### src/rtl/legv8_pkg.sv
// Shared LEGv8 encoder definitions: token opcodes, error and state
// enumerations, instruction opcode fields, immediate field widths and
// the per-format word packing helpers.
package legv8_pkg;

   // Token operation codes presented on IN_OP; 6 and 7 are illegal.
   typedef enum logic [2:0] {
      OP_LDUR = 3'd0,
      OP_STUR = 3'd1,
      OP_CBZ  = 3'd2,
      OP_B    = 3'd3,
      OP_ADD  = 3'd4,
      OP_SUB  = 3'd5
   } op_t;

   // Sticky session error reported on ERR_CODE.
   typedef enum logic [1:0] {
      ERR_NONE  = 2'd0,
      ERR_RANGE = 2'd1,
      ERR_FULL  = 2'd2,
      ERR_BADOP = 2'd3
   } err_t;

   // Load-session state.
   typedef enum logic [1:0] {
      ST_IDLE  = 2'd0,
      ST_RUN   = 2'd1,
      ST_DONE  = 2'd2,
      ST_ERROR = 2'd3
   } state_t;

   // Instruction opcode fields placed in the upper bits of each word.
   localparam logic [10:0] OPC_LDUR = 11'h7C2;
   localparam logic [10:0] OPC_STUR = 11'h7C0;
   localparam logic [7:0]  OPC_CBZ  = 8'hB4;
   localparam logic [5:0]  OPC_B    = 6'h05;
   localparam logic [10:0] OPC_ADD  = 11'h458;
   localparam logic [10:0] OPC_SUB  = 11'h658;

   // Signed immediate field widths of the D, CB and B formats.
   localparam int IMM_D_W  = 9;
   localparam int IMM_CB_W = 19;
   localparam int IMM_B_W  = 26;

   // D format: opcode, imm9, op2 = 00, Rn, Rt.
   function automatic logic [31:0] pack_d(input logic [10:0] opc,
                                          input logic [8:0]  imm9,
                                          input logic [4:0]  rn,
                                          input logic [4:0]  rt);
      return {opc, imm9, 2'b00, rn, rt};
   endfunction

   // CB format: opcode, imm19, Rt.
   function automatic logic [31:0] pack_cb(input logic [7:0]  opc,
                                           input logic [18:0] imm19,
                                           input logic [4:0]  rt);
      return {opc, imm19, rt};
   endfunction

   // B format: opcode, imm26.
   function automatic logic [31:0] pack_b(input logic [5:0]  opc,
                                          input logic [25:0] imm26);
      return {opc, imm26};
   endfunction

   // R format: opcode, Rm, shamt = 0, Rn, Rd.
   function automatic logic [31:0] pack_r(input logic [10:0] opc,
                                          input logic [4:0]  rm,
                                          input logic [4:0]  rn,
                                          input logic [4:0]  rd);
      return {opc, rm, 6'b000000, rn, rd};
   endfunction

endpackage

### src/rtl/imm_fit_check.sv
// Reports whether a 64-bit signed value survives truncation to an N-bit
// field followed by the core's sign-extension back to 64 bits.
module imm_fit_check #(
   parameter int N = 9
) (
   input  logic [63:0] value,
   output logic        fits
);

   logic [63:0] sext_s;

   // The value fits when re-extending its low N bits reproduces it exactly,
   // i.e. bits [63:N-1] are all copies of one sign bit.
   assign sext_s = {{(64 - N){value[N-1]}}, value[N-1:0]};
   assign fits   = (sext_s == value);

endmodule

### src/rtl/instr_encoder.sv
// Streaming LEGv8 instruction encoder / instruction-memory loader.
// Each accepted token is range-checked, packed into a 32-bit word and
// written one cycle later to the next instruction-memory word address.
module instr_encoder
   import legv8_pkg::*;
#(
   parameter int ADDR_W = 8
) (
   input  logic              CLK,
   input  logic              RESET,
   input  logic              START,
   input  logic              IN_VALID,
   output logic              IN_READY,
   input  logic [2:0]        IN_OP,
   input  logic [4:0]        IN_RD,
   input  logic [4:0]        IN_RN,
   input  logic [4:0]        IN_RM,
   input  logic [63:0]       IN_IMM,
   input  logic              IN_LAST,
   output logic              IMEM_WE,
   output logic [ADDR_W-1:0] IMEM_ADDR,
   output logic [31:0]       IMEM_WDATA,
   output logic              BUSY,
   output logic              DONE,
   output logic [1:0]        ERR_CODE,
   output logic [ADDR_W-1:0] ERR_ADDR,
   output logic [ADDR_W:0]   COUNT
);

   localparam logic [ADDR_W-1:0] ADDR_ZERO = {ADDR_W{1'b0}};
   localparam logic [ADDR_W-1:0] ADDR_ONE  = {{(ADDR_W - 1){1'b0}}, 1'b1};
   localparam logic [ADDR_W-1:0] ADDR_LAST = {ADDR_W{1'b1}};
   localparam logic [ADDR_W:0]   CNT_ZERO  = {(ADDR_W + 1){1'b0}};
   localparam logic [ADDR_W:0]   CNT_ONE   = {{ADDR_W{1'b0}}, 1'b1};

   op_t               op_s;
   logic              fit_d_s;
   logic              fit_cb_s;
   logic              fit_b_s;
   logic [31:0]       word_s;
   err_t              tok_err_s;

   state_t            state_r;
   logic              ready_r;
   logic              busy_r;
   logic              done_r;
   logic              we_r;
   logic [ADDR_W-1:0] waddr_r;
   logic [31:0]       wdata_r;
   err_t              err_r;
   logic [ADDR_W-1:0] err_addr_r;
   logic [ADDR_W:0]   count_r;
   logic [ADDR_W-1:0] addr_r;

   assign op_s = op_t'(IN_OP);

   // One range checker per signed immediate field width.
   imm_fit_check #(.N(IMM_D_W)) u_fit_d (
      .value (IN_IMM),
      .fits  (fit_d_s)
   );

   imm_fit_check #(.N(IMM_CB_W)) u_fit_cb (
      .value (IN_IMM),
      .fits  (fit_cb_s)
   );

   imm_fit_check #(.N(IMM_B_W)) u_fit_b (
      .value (IN_IMM),
      .fits  (fit_b_s)
   );

   // Pack the presented token and classify it as legal, out of range or bad op.
   always_comb begin
      word_s    = 32'd0;
      tok_err_s = ERR_NONE;
      case (op_s)
         OP_LDUR: begin
            word_s = pack_d(OPC_LDUR, IN_IMM[IMM_D_W-1:0], IN_RN, IN_RD);
            if (fit_d_s) tok_err_s = ERR_NONE;
            else         tok_err_s = ERR_RANGE;
         end
         OP_STUR: begin
            word_s = pack_d(OPC_STUR, IN_IMM[IMM_D_W-1:0], IN_RN, IN_RD);
            if (fit_d_s) tok_err_s = ERR_NONE;
            else         tok_err_s = ERR_RANGE;
         end
         OP_CBZ: begin
            word_s = pack_cb(OPC_CBZ, IN_IMM[IMM_CB_W-1:0], IN_RD);
            if (fit_cb_s) tok_err_s = ERR_NONE;
            else          tok_err_s = ERR_RANGE;
         end
         OP_B: begin
            word_s = pack_b(OPC_B, IN_IMM[IMM_B_W-1:0]);
            if (fit_b_s) tok_err_s = ERR_NONE;
            else         tok_err_s = ERR_RANGE;
         end
         // R-format carries no immediate, so it can never be out of range.
         OP_ADD: begin
            word_s    = pack_r(OPC_ADD, IN_RM, IN_RN, IN_RD);
            tok_err_s = ERR_NONE;
         end
         OP_SUB: begin
            word_s    = pack_r(OPC_SUB, IN_RM, IN_RN, IN_RD);
            tok_err_s = ERR_NONE;
         end
         default: begin
            word_s    = 32'd0;
            tok_err_s = ERR_BADOP;
         end
      endcase
   end

   // Session FSM with registered handshake, status and memory-write outputs.
   always_ff @(posedge CLK or posedge RESET) begin
      if (RESET) begin
         state_r    <= ST_IDLE;
         ready_r    <= 1'b0;
         busy_r     <= 1'b0;
         done_r     <= 1'b0;
         we_r       <= 1'b0;
         waddr_r    <= ADDR_ZERO;
         wdata_r    <= 32'd0;
         err_r      <= ERR_NONE;
         err_addr_r <= ADDR_ZERO;
         count_r    <= CNT_ZERO;
         addr_r     <= ADDR_ZERO;
      end else begin
         // The write strobe is a single-cycle pulse per accepted legal token.
         we_r <= 1'b0;
         case (state_r)
            ST_RUN: begin
               // READY equals RUN, so a valid token here is an accepted token.
               // START is deliberately ignored while a session is running.
               if (IN_VALID) begin
                  if (tok_err_s != ERR_NONE) begin
                     // Rejected token: nothing is written, error wins over LAST.
                     state_r    <= ST_ERROR;
                     ready_r    <= 1'b0;
                     busy_r     <= 1'b0;
                     done_r     <= 1'b0;
                     err_r      <= tok_err_s;
                     err_addr_r <= addr_r;
                  end else begin
                     we_r    <= 1'b1;
                     waddr_r <= addr_r;
                     wdata_r <= word_s;
                     addr_r  <= addr_r + ADDR_ONE;
                     count_r <= count_r + CNT_ONE;
                     if (IN_LAST) begin
                        state_r <= ST_DONE;
                        ready_r <= 1'b0;
                        busy_r  <= 1'b0;
                        done_r  <= 1'b1;
                     end else if (addr_r == ADDR_LAST) begin
                        // Last free word just written and more tokens expected.
                        state_r    <= ST_ERROR;
                        ready_r    <= 1'b0;
                        busy_r     <= 1'b0;
                        done_r     <= 1'b0;
                        err_r      <= ERR_FULL;
                        err_addr_r <= addr_r;
                     end else begin
                        state_r <= ST_RUN;
                     end
                  end
               end else begin
                  state_r <= ST_RUN;
               end
            end
            ST_IDLE, ST_DONE, ST_ERROR: begin
               // A new session restarts at word 0 and clears the sticky status.
               if (START) begin
                  state_r    <= ST_RUN;
                  ready_r    <= 1'b1;
                  busy_r     <= 1'b1;
                  done_r     <= 1'b0;
                  err_r      <= ERR_NONE;
                  err_addr_r <= ADDR_ZERO;
                  count_r    <= CNT_ZERO;
                  addr_r     <= ADDR_ZERO;
               end else begin
                  state_r <= state_r;
               end
            end
            default: begin
               state_r <= ST_IDLE;
               ready_r <= 1'b0;
               busy_r  <= 1'b0;
               done_r  <= 1'b0;
            end
         endcase
      end
   end

   assign IN_READY   = ready_r;
   assign BUSY       = busy_r;
   assign DONE       = done_r;
   assign IMEM_WE    = we_r;
   assign IMEM_ADDR  = waddr_r;
   assign IMEM_WDATA = wdata_r;
   assign ERR_CODE   = err_r;
   assign ERR_ADDR   = err_addr_r;
   assign COUNT      = count_r;

endmodule

### config.mk
export PLATFORM = sky130hd
export DESIGN_NAME = instr_encoder
export DESIGN_NICKNAME = d
export VERILOG_FILES = /design/src/rtl/legv8_pkg.sv /design/src/rtl/imm_fit_check.sv /design/src/rtl/instr_encoder.sv
export SDC_FILE = /design/constraint.sdc
export NUM_CORES = 1
export LEC_CHECK = 0
export CORE_MARGIN = 5
export CORE_UTILIZATION = 45
export CTS_BUF_LIST = sky130_fd_sc_hd__clkbuf_2 sky130_fd_sc_hd__clkbuf_4 sky130_fd_sc_hd__clkbuf_8
export DETAILED_ROUTE_END_ITERATION = 16
export PLACE_DENSITY = 0.82
export SYNTH_ARGS = -nofsm -noshare
export SYNTH_HDL_FRONTEND = slang
export SYNTH_SLANG_ARGS = --single-unit
### constraint.sdc
create_clock -name CLK -period 3.4 [get_ports CLK]
set_clock_uncertainty 0.2 [all_clocks]
set_input_delay 0.51 -clock CLK [delete_from_list [all_inputs] [get_ports CLK]]
set_output_delay 0.51 -clock CLK [all_outputs]
set_load 0.01 [all_outputs]
==> flow_metrics.env, run 1 <==
export IMPL_placedCellCount=734
export IMPL_ys_ff_latch=72
export IMPL_crit_chain="clkdlybuf4s50_1 > or4_4 > or4_1 > a211oi_2 > o21ai_2 > a21o_2 > buf_4 > or3_1 > a21oi_2"
export IMPL_io_buffers=149
export IMPL_hold_viol=0
export IMPL_synth_area_leaders="dfrtp_1 46%, nand2_1 9.0%, mux2i_1 7.4%"
export IMPL_fin_crit_sh_pct=98.48
export IMPL_ant_nets=0
export IMPL_gp_congestion=0.9490
export IMPL_worst_setup_path_start_kind="input pin"
export IMPL_clk_path_buf_depth=2
export IMPL_yosys_top_cells_count="94 x nand2_1, 72 x dfrtp_1, 38 x nor2_1"
export IMPL_chipHeight_um=103.5
export IMPL_die_w_um=103.5
export IMPL_wirelength_mm=13.21
export IMPL_ys_seq_area_share_pct=45.82
export IMPL_h_tree_depth=3
export IMPL_status="finished clean"
export IMPL_criticalPathCategory="in -> reg"
export IMPL_initial_core_util_pct=45.54
export IMPL_drc=0
export IMPL_nets=731
export IMPL_max_stage_delay_ps=560
export IMPL_p_leak_nw=2.626
export IMPL_worst_pin_slew_ps=925.6
export IMPL_crit_slowest_cell="or4_4"
export IMPL_grt_pass1_vias=4383
export IMPL_fmax_ghz=0.2987
export IMPL_slew_viol_final=0
export IMPL_met3_usage_pct=7.378
export IMPL_dr_pass1_iters=4
export IMPL_pre_cts_slack_ps=-517.2
export IMPL_vias_per_cell=5.588
export IMPL_synth_edf_count=0
export IMPL_ir_drop_v=0.0001968
export IMPL_netlist_area_sq_um=3933
export IMPL_yosysWarnings=0
export IMPL_cts_tree="yes"
export IMPL_slew_limit_headroom_pct=38.17
export IMPL_drive_gt1_share_pct=14.37
export IMPL_stdcell_count=755
export IMPL_post_route_util_pct=71.66
export IMPL_grt_max_degree=73
export IMPL_pwr_share_comb_pct=31.5
export IMPL_syn_nets=542
export IMPL_maxCapViolCount=0
export IMPL_post_synth_top_area_fraction_pct=45.82
export IMPL_clk_latency_ps=350
export IMPL_swShare_pct=30.26
export IMPL_rsz0062_at_grt="yes"
export IMPL_overflow=0
export IMPL_wl_per_cell_um=17.50
export IMPL_cp_required_ps=3480
export IMPL_cts_buffers=9
export IMPL_synthCells=453
export IMPL_finalSetupViolCount=0
export IMPL_drt_iter0_markers=241
export IMPL_finalPower_mw=2.586
export IMPL_async_flop_share_pct=100.0
export IMPL_use_met2_pct=42.84
export IMPL_setup_tns_ps=0
export IMPL_grt_pass1_wl_mm=20.99
export IMPL_clock_sinks=72
export IMPL_switchingPower_mw=0.7824
export IMPL_intPower_mw=1.803
export IMPL_antenna_found_initial=0
export IMPL_vias=4219
export IMPL_yosysUniqueCellTypes=44
export IMPL_pwr_share_clk_pct=26.8
export IMPL_synth_most_common_cell="nand2_1"
export IMPL_power_density_nw_per_um2=417.9
export IMPL_area_growth_pct=57.37
export IMPL_grt_usage_pct=25.14
export IMPL_clk_pin_slew_ps=70
export IMPL_finalCriticalPeriod_ps=3348
export IMPL_root_buffer="clkbuf_8"
export IMPL_busiest_layer="met2"
export IMPL_coreArea_sq_um=8636
export IMPL_synth_ff_type="dfrtp_1"
export IMPL_pwr_share_seq_pct=41.7
export IMPL_cp_arrival_ps=3420
export IMPL_gr_usage_met1_pct=30.10
export IMPL_min_path_type="reg -> reg"
export IMPL_synth_top_area_cell="dfrtp_1"
export IMPL_row_count=34
export IMPL_post_dp_hpwl_mm=10.25
export IMPL_io_pins=150
export IMPL_n_antenna_cell=0
export IMPL_fin_ws_ps=51.69
export IMPL_cp_max_fo=8
export IMPL_worstSetupEndpointType="flop"
export IMPL_dieArea_sq_um=10710
export IMPL_synth_avg_cell_area_sq_um=8.681
==> power by group through the flow <==
stage	Clock [mW]	Combinational, mW	Sequential, mW
floorplan	0	0.248	1.14
global placement	0	0.790	1.09
detailed placement	0	0.807	1.10
CTS	0.700	0.811	1.08
global route	0.745	0.882	1.10
finish	0.693	0.814	1.08
==> through the flow <==
| step | instance area, sq um | hold slack [ps] |
|---|---|---|
| finish | 6188 | 282.1 |
| global route | 6188 | 303.5 |
| CTS | 6083 | 284.2 |
| detailed placement | 5852 | 265.2 |
| global placement | 5852 | 253.3 |
| floorplan | 3933 | 256.1 |
==> layout make-up <==
cell class / instances / area [sq um]
clock buffer: 11 / 145.1
clock inverter: 5 / 56.30
fill: 662 / 2447
inverter: 16 / 62.56
multi-input combinational: 339 / 2052
sequential: 72 / 1802
tap: 108 / 135.1
timing repair buffer: 204 / 1936
==> cell usage in the layout, fill, tap and decap left out, types with 6 or more instances in the layout <==
cell type / synthesis / layout
clkbuf_8: 0 / 10
a21oi_1: 24 / 23
buf_4: 1 / 52
nand2_1: 94 / 94
clkdlybuf4s50_1: 0 / 148
mux2i_1: 29 / 29
or3_1: 9 / 8
nor2_1: 38 / 38
o21ai_0: 18 / 18
nor4_2: 3 / 7
nand3_1: 17 / 17
a211oi_1: 6 / 6
inv_1: 15 / 14
nand4_1: 16 / 16
o21ai_1: 10 / 9
o31ai_1: 10 / 10
dfrtp_1: 72 / 72
==> state kept, by name (all words and copies together) (netlist names) <==
name / cells
IMEM_WDATA: 32
COUNT: 9
ERR_ADDR: 8
IMEM_ADDR: 8
addr_r: 8
ERR_CODE: 2
state_r: 2
BUSY: 1
DONE: 1
IMEM_WE: 1
==> path summary, 6_finish.rpt <==
| path | to | startpoint | cells past startpoint | slack [ps] |
|---|---|---|---|---|
| worst max-delay path | COUNT[5]$_DFFE_PP0P_ | IN_IMM[51] | 9 | 50 |
| worst min-delay path | IMEM_WDATA[29]$_DFFE_PP0P_ | IMEM_WDATA[29]$_DFFE_PP0P_ | 2 | 280 |
| worst max register to register | COUNT[5]$_DFFE_PP0P_ | state_r[1]$_DFFE_PP0N_ | 7 | 1160 |
| worst min register to register | IMEM_WDATA[29]$_DFFE_PP0P_ | IMEM_WDATA[29]$_DFFE_PP0P_ | 2 | 280 |
| max in group asynchronous | IMEM_WDATA[14]$_DFFE_PP0P_ | RESET | 3 | 2340 |
| min in group asynchronous | IMEM_WDATA[2]$_DFFE_PP0P_ | RESET | 3 | 350 |
==> critical path, delay by kind of cell <==
kind / cells / cell delay [ps]
AOI/OAI and AO/OA: 4 / 830
buffers and inverters: 2 / 610
and+or+nand+nor: 3 / 1470
==> what timing repair did <==
| action | CTS | global route |
|---|---|---|
| hold buffers | 0 | 0 |
| setup buffers | 3 | 2 |
| gates resized for setup | 2 | 18 |
| pin swaps | 3 | 7 |
| endpoints found under the setup margin | 15 | 45 |
==> routing by layer <==
| layer | share of wire, % | up-vias | routed length (um) |
|---|---|---|---|
| met2 | 49 | 192 | 6525 |
| met5 | 0 | - | 0 |
| li1 | - | 2002 | - |
| met3 | 8.5 | 37 | 1128 |
| met4 | 2.9 | 0 | 380 |
| met1 | 39 | 1988 | 5178 |
==> logic make-up after synthesis <==
| logic type | Yosys count | synth area share (%) |
|---|---|---|
| fa+ha+maj | 2 | 0.6362 |
| xor+xnor | 5 | 1.114 |
| compound gates | 94 | 15.62 |
| flops | 72 | 45.82 |
| simple gates | 208 | 24.85 |
| buf+inv | 42 | 4.295 |
| mux | 30 | 7.668 |
Note: power is estimated with default switching activity, not from simulation.
==> inputs of run 2 (changes only) <==
--- a/config.mk
+++ b/config.mk
@@ -9,7 +9,9 @@
 export CORE_UTILIZATION = 45
 export CTS_BUF_LIST = sky130_fd_sc_hd__clkbuf_2 sky130_fd_sc_hd__clkbuf_4 sky130_fd_sc_hd__clkbuf_8
 export DETAILED_ROUTE_END_ITERATION = 16
-export PLACE_DENSITY = 0.82
+export PLACE_DENSITY = 0.8
 export SYNTH_ARGS = -nofsm -noshare
 export SYNTH_HDL_FRONTEND = slang
+export SYNTH_HIERARCHICAL = 1
 export SYNTH_SLANG_ARGS = --single-unit
+export TNS_END_PERCENT = 100
==> flow_metrics.env, run 2 <==
export IMPL_status="finished clean"
export IMPL_ys_seq_area_share_pct=41.33
export IMPL_post_synth_top_area_fraction_pct=41.33
export IMPL_layout_common_cells="148 x clkdlybuf4s50_1, 82 x nand2_1, 72 x dfrtp_1, 72 x buf_4, 38 x o21ai_0"
export IMPL_worst_path_stages=10
export IMPL_vias=4888
export IMPL_cp_num_buf_inv=2
export IMPL_hold_viol=0
export IMPL_r2r_end="COUNT[5]$_DFFE_PP0P_"
export IMPL_finalCriticalPeriod_ps=3362
export IMPL_synth_area_leaders="dfrtp_1 41%, mux2i_1 7.1%, nand2_1 7.1%"
export IMPL_initial_core_util_pct=45.44
export IMPL_synth_most_common_cell="nand2_1"
export IMPL_clk_path_buf_depth=2
export IMPL_antenna_found_initial=0
export IMPL_root_buffer="clkbuf_8"
export IMPL_rrSetupSlack_ps=1320
export IMPL_grt_max_degree=73
export IMPL_cts_hold_buffers_added=0
export IMPL_clock_sinks=72
export IMPL_die_w_um=108.4
export IMPL_critPathCapture="COUNT[5]$_DFFE_PP0P_"
export IMPL_power_density_nw_per_um2=417.4
export IMPL_syn_nets=603
export IMPL_gp_congestion=0.9503
export IMPL_max_stage_delay_ps=600
export IMPL_worst_setup_path_start_kind="input pin"
export IMPL_n_antenna_cell=0
export IMPL_cts_buffers=9
export IMPL_row_count=36
export IMPL_min_path_type="reg -> reg"
export IMPL_area_growth_pct=54.62
export IMPL_criticalPathCategory="in -> reg"
export IMPL_reg2reg_from="state_r[1]$_DFFE_PP0N_"
export IMPL_clk_latency_ps=340
export IMPL_grt_usage_pct=24.35
export IMPL_placedCellCount=838
export IMPL_hold_worst_slack_ps=282.9
export IMPL_maxCapViolCount=0
export IMPL_pre_cts_slack_ps=-365.5
export IMPL_slew_limit_headroom_pct=50.87
export IMPL_overflow=0
export IMPL_synth_edf_count=0
export IMPL_grt_pass1_vias=4843
export IMPL_ir_drop_v=0.0002378
export IMPL_yosys_top_cells_count="82 x nand2_1, 72 x dfrtp_1, 39 x o21ai_0"
export IMPL_yosysUniqueCellTypes=43
export IMPL_wirelength_mm=14.73
export IMPL_cts_tree="yes"
export IMPL_ys_ff_latch=72
export IMPL_async_flop_share_pct=100.0
export IMPL_chipHeight_um=108.4
export IMPL_stdcell_count=857
export IMPL_coreArea_sq_um=9594
export IMPL_drt_iter0_markers=307
export IMPL_fmax_ghz=0.2975
export IMPL_placed_cell_area_sq_um=6419
export IMPL_final_common_cell="clkdlybuf4s50_1"
export IMPL_dr_pass1_iters=6
export IMPL_largest_reg_flops=32
export IMPL_cp_top_family="simple AND/OR/NAND/NOR gates"
export IMPL_clk_pin_slew_ps=80
export IMPL_finalSetupViolCount=0
export IMPL_vias_per_cell=5.704
export IMPL_worstSetupEndpointType="flop"
export IMPL_io_buffers=149
export IMPL_drive_gt1_share_pct=16.02
export IMPL_cp_max_fo=8
export IMPL_grt_pass1_wl_mm=22.94
export IMPL_worst_pin_slew_ps=735.1
export IMPL_ant_nets=0
export IMPL_p_leak_nw=2.745
export IMPL_cp_required_ps=3470
export IMPL_synthCells=514
export IMPL_fin_ws_ps=38.32
export IMPL_post_route_util_pct=70.25
export IMPL_synth_ff_type="dfrtp_1"
export IMPL_crit_chain="clkdlybuf4s50_1 > or4_1 > nor4_2 > buf_4 > o221ai_1 > nor4_2 > mux2_4 > o2111ai_4 > or4_1 > a21oi_2"
export IMPL_reg2reg_depth=4
export IMPL_synth_top_area_cell="dfrtp_1"
export IMPL_rsz0062_at_grt="yes"
export IMPL_post_dp_hpwl_mm=11.30
export IMPL_synth_avg_cell_area_sq_um=8.481
export IMPL_netlist_area_sq_um=4359
export IMPL_slew_viol_final=0
export IMPL_nets=808
export IMPL_drc=0
export IMPL_io_pins=150
export IMPL_yosysWarnings=6
export IMPL_h_tree_depth=3
export IMPL_stdcell_area_sq_um=6740
export IMPL_crit_slowest_cell="or4_1"
export IMPL_cp_arrival_ps=3430
export IMPL_wl_per_cell_um=17.19
export IMPL_dieArea_sq_um=11750
export IMPL_startpoint="IN_IMM[37]"
export IMPL_fin_crit_sh_pct=98.87
## run 2: area by class of cell
cell class	instances	area, sq um
Inverter	13	51.30
Clock inverter	4	76.32
Multi-Input combinational cell	399	2407
Sequential cell	72	1802
Clock buffer	12	158.9
Tap cell	133	166.4
Timing Repair Buffer	224	2078
Fill cell	758	2854
## run 2: worst min-delay path by stage
stage | startpoint | end | slack (ps) | depth (start not counted)
final | IMEM_WDATA[14]$_DFFE_PP0P_ | IMEM_WDATA[14]$_DFFE_PP0P_ | 280 | 2
after global routing | IMEM_WDATA[27]$_DFFE_PP0P_ | IMEM_WDATA[27]$_DFFE_PP0P_ | 310 | 2
after CTS | IMEM_WDATA[27]$_DFFE_PP0P_ | IMEM_WDATA[27]$_DFFE_PP0P_ | 290 | 2
after detailed placement | IMEM_WDATA[27]$_DFFE_PP0P_ | IMEM_WDATA[27]$_DFFE_PP0P_ | 270 | 2
after global placement | IMEM_WDATA[4]$_DFFE_PP0P_ | IMEM_WDATA[4]$_DFFE_PP0P_ | 270 | 2
after floorplan | addr_r[2]$_DFFE_PP0P_ | addr_r[2]$_DFFE_PP0P_ | 290 | 1
## run 2: cells by family after synthesis
logic type                 after synthesis  share of synthesized area [%]
and+or+nand+nor                        244                          29.19
muxes                                   32                          7.463
adders and majority gates                2                         0.5740
buffers and inverters                   43                          4.477
AOI/OAI and AO/OA                      121                          16.96
DFF                                     72                          41.33
## run 2: worst min-delay path: stages (launching register included)
cell and delay, ps:
dfrtp_1 350, nand2_1 50, o31ai_1 50
## run 2: layer usage
metal  GRT usage [%]  wire length, um  vias to the layer above
met5               0                0                        -
met4           8.296              308                        0
met3           4.776              987                       28
met2           42.28             7376                      214
met1           30.20             6058                     2320
li1                -                -                     2326
## run 2: repair_timing
action,CTS,global route
resized for setup,2,13
pin swaps,0,2
setup buffers,0,3
endpoints found under the setup margin,1,70
## run 2: through the flow
step                TNS (ps)  total power, mW
global route          -328.7            2.940
global placement       -6228            1.999
CTS                        0            2.820
detailed placement    -13530            2.034
finish                     0            2.814
floorplan                  0            1.444
## run 2: power by group
group | internal (mW) | switching, mW
clock | 0.463 | 0.322
sequential | 1.00 | 0.102
combinational | 0.500 | 0.422
total | 1.97 | 0.847
